**src/rtl/pipe_stage_chain.sv**
```systemverilog
// Parametrised chain of pipeline registers carrying {pc, exception code, payload} with valid/ready
// handshake, per-stage hold and flush, and precise-exception retirement with a fetch redirect window.
module pipe_stage_chain #(
  parameter int unsigned WIDTH     = 32,
  parameter int unsigned STAGES    = 4,
  parameter int unsigned EXC_W     = 8,
  parameter int unsigned REDIR_CYC = 2
) (
  input  logic                          clk,
  input  logic                          rst,
  input  logic                          in_valid,
  output logic                          in_ready,
  input  logic [31:0]                   in_pc,
  input  logic [EXC_W-1:0]              in_exc,
  input  logic [WIDTH-1:0]              in_data,
  input  logic [STAGES-1:0]             hold,
  input  logic [STAGES-1:0]             flush,
  output logic                          out_valid,
  input  logic                          out_ready,
  output logic [31:0]                   out_pc,
  output logic [EXC_W-1:0]              out_exc,
  output logic [WIDTH-1:0]              out_data,
  output logic                          exc_taken,
  output logic [31:0]                   exc_pc,
  output logic [$clog2(STAGES+1)-1:0]   occupancy
);

  localparam int unsigned OCC_W = $clog2(STAGES + 1);
  localparam int unsigned CNT_W = $clog2(REDIR_CYC + 1);

  typedef struct packed {
    logic             valid;
    logic [31:0]      pc;
    logic [EXC_W-1:0] exc;
    logic [WIDTH-1:0] data;
  } entry_t;

  typedef enum logic {
    ST_RUN   = 1'b0,
    ST_REDIR = 1'b1
  } state_t;

  entry_t            stage_q [STAGES];
  entry_t            stage_d [STAGES];
  entry_t            up_c    [STAGES];
  logic [STAGES:0]   ready_c;
  state_t            state_q, state_d;
  logic [CNT_W-1:0]  cnt_q, cnt_d;
  logic [OCC_W-1:0]  occ_q, occ_d;
  logic              exc_taken_c;
  logic              in_ready_c;

  // Backpressure ripples from the tail toward the head; a held stage never accepts.
  always_comb begin
    ready_c         = '0;
    ready_c[STAGES] = out_ready;
    for (int k = int'(STAGES) - 1; k >= 0; k--) begin
      ready_c[k] = ~hold[k] & (~stage_q[k].valid | ready_c[k+1]);
    end
  end

  assign exc_taken_c = stage_q[STAGES-1].valid & out_ready & (|stage_q[STAGES-1].exc);
  assign in_ready_c  = ~rst & ready_c[0] & (state_q == ST_RUN) & ~exc_taken_c;

  // Candidate entry presented to each stage; a held or empty upstream stage yields a zeroed bubble.
  always_comb begin
    for (int k = 0; k < int'(STAGES); k++) begin
      up_c[k] = '0;
    end
    if (in_valid && in_ready_c) begin
      up_c[0].valid = 1'b1;
      up_c[0].pc    = in_pc;
      up_c[0].exc   = in_exc;
      up_c[0].data  = in_data;
    end
    for (int k = 1; k < int'(STAGES); k++) begin
      if (stage_q[k-1].valid && !hold[k-1]) begin
        up_c[k] = stage_q[k-1];
      end
    end
  end

  // Per-stage update: retiring exception and flush clear, hold keeps, otherwise load when ready.
  always_comb begin
    for (int k = 0; k < int'(STAGES); k++) begin
      stage_d[k] = stage_q[k];
      if (exc_taken_c || flush[k]) begin
        stage_d[k] = '0;
      end else if (hold[k]) begin
        stage_d[k] = stage_q[k];
      end else if (ready_c[k]) begin
        stage_d[k] = up_c[k];
      end
    end
  end

  always_comb begin
    occ_d = '0;
    for (int k = 0; k < int'(STAGES); k++) begin
      occ_d = occ_d + OCC_W'(stage_d[k].valid);
    end
  end

  // Redirect window: fetch stays blocked while the counter drains after a trap.
  always_comb begin
    state_d = state_q;
    cnt_d   = cnt_q;
    case (state_q)
      ST_RUN: begin
        if (exc_taken_c) begin
          state_d = ST_REDIR;
          cnt_d   = CNT_W'(REDIR_CYC - 1);
        end
      end
      ST_REDIR: begin
        if (cnt_q == '0) begin
          state_d = ST_RUN;
        end else begin
          cnt_d = cnt_q - CNT_W'(1);
        end
      end
      default: begin
        state_d = ST_RUN;
        cnt_d   = '0;
      end
    endcase
  end

  always_ff @(posedge clk) begin
    if (rst) begin
      for (int k = 0; k < int'(STAGES); k++) begin
        stage_q[k] <= '0;
      end
      state_q <= ST_RUN;
      cnt_q   <= '0;
      occ_q   <= '0;
    end else begin
      for (int k = 0; k < int'(STAGES); k++) begin
        stage_q[k] <= stage_d[k];
      end
      state_q <= state_d;
      cnt_q   <= cnt_d;
      occ_q   <= occ_d;
    end
  end

  assign in_ready  = in_ready_c;
  assign out_valid = stage_q[STAGES-1].valid;
  assign out_pc    = stage_q[STAGES-1].pc;
  assign out_exc   = stage_q[STAGES-1].exc;
  assign out_data  = stage_q[STAGES-1].data;
  assign exc_taken = exc_taken_c;
  assign exc_pc    = stage_q[STAGES-1].pc;
  assign occupancy = occ_q;

endmodule

```
**config.mk**
```make
export PLATFORM = sky130hd
export DESIGN_NAME = pipe_stage_chain
export DESIGN_NICKNAME = d
export VERILOG_FILES = /design/src/rtl/pipe_stage_chain.sv
export SDC_FILE = /design/constraint.sdc
export NUM_CORES = 1
export LEC_CHECK = 0
export CAP_MARGIN = 25
export CORE_MARGIN = 8
export CORE_UTILIZATION = 39
export CTS_CLUSTER_SIZE = 40
export DETAILED_ROUTE_END_ITERATION = 8
export PLACE_DENSITY = 0.72
export SKIP_LAST_GASP = 1
export SLEW_MARGIN = 20
export SYNTH_ARGS = -nofsm -noshare
export SYNTH_HDL_FRONTEND = slang
export SYNTH_SLANG_ARGS = --single-unit
export TNS_END_PERCENT = 5
```
**constraint.sdc**
```tcl
create_clock -name clk -period 7.9 [get_ports clk]
set_input_delay 1.975 -clock clk [delete_from_list [all_inputs] [get_ports clk]]
set_output_delay 1.975 -clock clk [all_outputs]
set_load 0.02 [all_outputs]
```
==> impl_metrics.toml, run 1 <==
[clock_network]
postCtsSetupRepairBufs = 0
cts_num_sinks = 298
clkTransAtPathRegs_ns = 0.05
clock_latency_ns = 0.51
holdBufCountCts = 0
htree_levels = 2
numCtsBuffers = 35
tritoncts = "yes"
ctsResizeCount = 0
cts-root-buf = "clkbuf_16"
cts_max_path_buffers = 3

[sta]
finalMaxSlewViolations = 0
setup_violations = 0
relSlewSlack = 0.372
period_share = 0.762
fin_crit_ns = 6.02
fin_skew_ns = 0.0180
tns_ns = 0
rsz0062_at_grt = "false"
finalHoldViolCount = 0
fmax_ghz = 0.166
worst_slew_pin_slew_ns = 0.942

[finish]
layout-drive-gt1-share = 0.245
final_common_cell = "dfxtp_1"
mostFrequentLayoutCells = "dfxtp_1, nand2_1, nand3_1"
stdcell_area_um2 = 15100
area_delta_synth_final_pct = 22.8
diodes = 0
nNetsFinal = 1558

[worst_setup_path]
cp_slowest_cell = "clkdlybuf4s50_1"
crit_path_end_kind = "primary output"
arrival_ns = 4.05
reg2reg_slack_ns = 4.66
r2r_cells = 8
start_kind = "input pin"
slowest_delay_ns = 0.66
crit_top_cell = "clkdlybuf4s50_1"
worstSetupPathType = "input pin to primary output"
r2r_start = "stage_q[3][72]$_SDFF_PP0_"
worstPathMaxFanout = 4
r2r-end = "occupancy[1]$_SDFF_PP0_"
cp_cell_sequence = "clkdlybuf4s50_1 > a21oi_1 > a21o_1 > nand2_4 > nor3_1 > clkdlybuf4s50_1"
required_ns = 5.93

[floorplan]
core_um2 = 31300
dieWidth_um = 194
start_util = 0.394
die_area_um2 = 37600
fp-row-count = 65
ios = 194
die_h_um = 194

[global_route]
grt_pass1_vias = 9975
antenna_found_initial = 0
grt_pass1_wl_um = 53600
grt_max_degree = 77
grt.overflow.total = 0
grtUsageTotal = 0.171

[synth]
synthMuxAreaShare = 0
synth-seq-area-share = 0.484
synth_area_leaders = "dfxtp_1, a21oi_2, nand3_1"
syn_avg_cell_area_um2 = 8.93
yosys.area_share.simple = 0.221
synth-compound-area-share = 0.213
synthesis.nets = 1469
synthXorXnorAreaFrac = 0
netlist_area_um2 = 12300
synth.top_cell.area_share = 0.484
synth_top_family_by_area = "simple AND/OR/NAND/NOR gates"
yosysWarnings = 0
ys_ff_latch = 298
synth_cell_type_count = 32
postSynthCellCount = 1381
yosys.area_share.adder = 0.00467
yosysTopAreaCell = "dfxtp_1"

[routing]
via_per_inst = 5.12
vias = 9686
antenna_left = 0
drtPass1Iterations = 5
drt_wl_total_um = 33000
wire_per_inst_um = 17.4
drt_first_iter_violations = 500
drc_errors = 0

[placement]
placed_area_um2 = 14000
port_buffers = 193
dpl.hpwl_um = 20200
gp_congestion = 0.800

[min_path]
min_from = "stage_q[0][5]$_SDFFE_PP0P_"
min_path_type = "flip-flop to flip-flop"
holdPathEnd = "stage_q[0][5]$_SDFFE_PP0P_"
min_path_cells = 2

[pwr]
p_per_area_nw_per_um2 = 215
p_leak_uw = 0.00425
peakVddDrop_mv = 0.141

[job]
drv_cap = 0

[outcome]
status = "finished clean"
cells in the mapped netlist, drive strengths merged:
library cell	instances
o22ai	1
fa	1
clkbuf	74
inv	6
nor2	8
nand3	288
nand2b	4
or2	1
nand3b	1
and2	1
a21o	4
o22a	1
a2111oi	2
or4	2
nor2b	7
o21ai	3
dfxtp	298
nand2	293
buf	81
a21oi	295
o211ai	1
nor3	2
or3	4
ha	3
per-layer routing:
metal,global-route usage,share of wire
met1,0.216,0.46
met2,0.293,0.47
met5,0,0
met4,0.0408,0.017
met3,0.0370,0.051
metrics by stage:
step	cells	worst slack, ns	hold slack (ns)	power [µW]	utilization
final	1893	1.88	0.455	3250	0.484
after floorplan	1381	2.78	0.432	1670	-
after detailed placement	1835	1.94	0.444	1740	0.448
after global placement	1835	1.99	0.440	1740	0.448
after CTS	1893	1.92	0.454	3300	0.484
after global routing	1893	1.75	0.471	3370	0.484
worst max-delay path: cells and delay by family:
kind | cells | cell delay (ns)
and+or+nand+nor | 2 | 0.29
AOI/OAI and AO/OA | 2 | 0.57
buffers and inverters | 2 | 1.21
power breakdown:
group	total, µW	switching, µW	internal [µW]
sequential	1510	3.55	1510
combinational	195	138	57.1
clock	1550	616	929
total	3250	758	2500
cells by family (layout without fill, tap and decap cells):
kind of cell	after synthesis	in the layout
flip-flops	298	298
buffers and inverters	161	271
AO/OA/AOI/OAI	307	307
adder cells (fa/ha/maj)	4	4
AND/OR/NAND/NOR	611	611
sequential cells by signal, summed over array words and instances (netlist names):
register,flops
state_q,1
stage_q,292
cnt_q,2
occupancy,3
worst max path at each step:
| stage | from | end | slack (ns) |
|---|---|---|---|
| 2_1_floorplan | hold[3] | in_ready | 2.78 |
| 6_report | hold[2] | in_ready | 1.88 |
| 4_1_cts | hold[2] | in_ready | 1.92 |
| 5_1_grt | hold[2] | in_ready | 1.75 |
| 3_5_place_dp | hold[2] | in_ready | 1.94 |
| 3_3_place_gp | hold[2] | in_ready | 1.99 |
area by class of cell:
cell class	instances	area, µm²
repair buffers	207	2040
well taps	402	503
multi-input cells	922	5510
fillers	3032	16200
clock buffers	47	971
clock inverters	11	136
flip-flops and latches	298	5970
inverters	6	25.0
Note: power is estimated with default switching activity, not from simulation.
==> run 2: changes to the inputs <==
- clock period: 7.9 -> 6.05 ns (I/O delays scaled with it)
==> impl_metrics.toml, run 2 (synthesized netlist as in run 1, its figures left out) <==
[outcome]
status = "finished clean"

[job]
drv_cap = 0

[clock_network]
htree_levels = 2
clkTransAtPathRegs_ns = 0.06
clock_latency_ns = 0.50
ctsResizeCount = 0
cts-root-buf = "clkbuf_16"
holdBufCountCts = 0
cts_max_path_buffers = 3
numCtsBuffers = 34
cts_num_sinks = 298
tritoncts = "yes"
postCtsSetupRepairBufs = 0

[global_route]
grt_pass1_wl_um = 53100
grtUsageTotal = 0.170
grt.overflow.total = 0
antenna_found_initial = 0
grt_pass1_vias = 9899
grt_max_degree = 75

[routing]
drt_first_iter_violations = 419
antenna_left = 0
via_per_inst = 5.15
drc_errors = 0
drt_wl_total_um = 32600
vias = 9786
wire_per_inst_um = 17.2
drtPass1Iterations = 5

[floorplan]
core_um2 = 31300
ios = 194
fp-row-count = 65
start_util = 0.394
die_area_um2 = 37600
die_h_um = 194
dieWidth_um = 194

[worst_setup_path]
arrival_ns = 3.47
crit_path_end_kind = "primary output"
worstPathMaxFanout = 4
crit_top_cell = "clkdlybuf4s50_1"
r2r-end = "occupancy[1]$_SDFF_PP0_"
start_kind = "input pin"
worstSetupPathType = "input pin to primary output"
required_ns = 4.54
r2r_start = "stage_q[3][32]$_SDFFE_PP0P_"
critical-path-top-delay-family = "buffers and inverters"
r2r_cells = 8
cp_cell_sequence = "clkdlybuf4s50_1 > a21oi_1 > a21o_1 > nand2_4 > nor3_1 > clkdlybuf4s50_1"
cp_slowest_cell = "clkdlybuf4s50_1"
crit_buf_inv = 2
reg2reg_slack_ns = 2.94
slowest_delay_ns = 0.64

[placement]
dpl.hpwl_um = 20400
place_ws_ns = 1.07
gp_congestion = 0.798
port_buffers = 193

[min_path]
min_from = "stage_q[2][0]$_SDFFE_PP0P_"
min_path_cells = 2
holdPathEnd = "stage_q[2][0]$_SDFFE_PP0P_"
min_path_type = "flip-flop to flip-flop"

[pwr]
fin_total_pwr_uw = 4280
peakVddDrop_mv = 0.179
p_leak_uw = 0.00429
p_per_area_nw_per_um2 = 281

[finish]
mostFrequentLayoutCells = "dfxtp_1, nand2_1, nand3_1"
fillCellCount = 2974
layout-drive-gt1-share = 0.251
final_common_cell = "dfxtp_1"
diodes = 0
utilization = 0.486
area_delta_synth_final_pct = 23.4
top_register = "stage_q"
largest_reg_flops = 292
nNetsFinal = 1562

[sta]
setup_violations = 0
finalHoldViolCount = 0
layout_setup_ws_ns = 1.07
fin_crit_ns = 4.98
hold_ws_ns = 0.452
worst_slew_pin_slew_ns = 0.911
relSlewSlack = 0.393
fmax_ghz = 0.201
period_share = 0.824
fin_skew_ns = 0.0159
finalMaxSlewViolations = 0
tns_ns = 0
rsz0062_at_grt = "false"
-- run 2: per-stage QoR --
step | instances | area, µm²
after floorplan | 1381 | 12300
after global placement | 1838 | 14100
after detailed placement | 1838 | 14100
after CTS | 1898 | 15200
after global routing | 1900 | 15200
final | 1900 | 15200
-- run 2: layout make-up --
cell class                      count  area, µm²  share of cell area
Timing Repair Buffer              212       2090               0.138
Inverter                            6       25.0             0.00165
Sequential cell                   298       5970               0.392
Tap cell                          402        503              0.0331
Clock buffer                       41        928              0.0610
Multi-Input combinational cell    922       5510               0.362
Clock inverter                     19        188              0.0123
-- run 2: layer usage --
metal / up-vias / part of all wire / track usage
li1: 4845 / - / -
met1: 4648 / 0.45 / 0.211
met2: 251 / 0.47 / 0.294
met3: 42 / 0.058 / 0.0384
met4: 0 / 0.020 / 0.0433
met5: - / 0 / 0
-- run 2: how the worst max path moves through the flow --
stage          startpoint       end  slack (ns)  depth (start not counted)
6_report          hold[3]  in_ready        1.07                          6
5_1_grt           hold[2]  in_ready        0.97                          6
4_1_cts           hold[3]  in_ready        1.06                          6
3_5_place_dp      hold[2]  in_ready        1.07                          6
3_3_place_gp      hold[2]  in_ready        1.10                          6
2_1_floorplan     hold[3]  in_ready        1.85                          5
-- run 2: power breakdown --
part / total [µW] / internal (µW) / switching (µW) / leakage [µW]
Combinational: 257 / 78.2 / 179 / 0.00134
Clock: 2050 / 1230 / 822 / 0.000548
Sequential: 1970 / 1970 / 4.54 / 0.00240
-- run 2: worst register-to-register path, cell delays in order (launching register included) --
cell       delay (ns)
dfxtp_1          0.33
or4_1            0.60
o211ai_4         0.24
inv_4            0.10
a2111oi_0        0.57
fa_1             0.53
ha_1             0.20
ha_1             0.30
nor2b_1          0.13
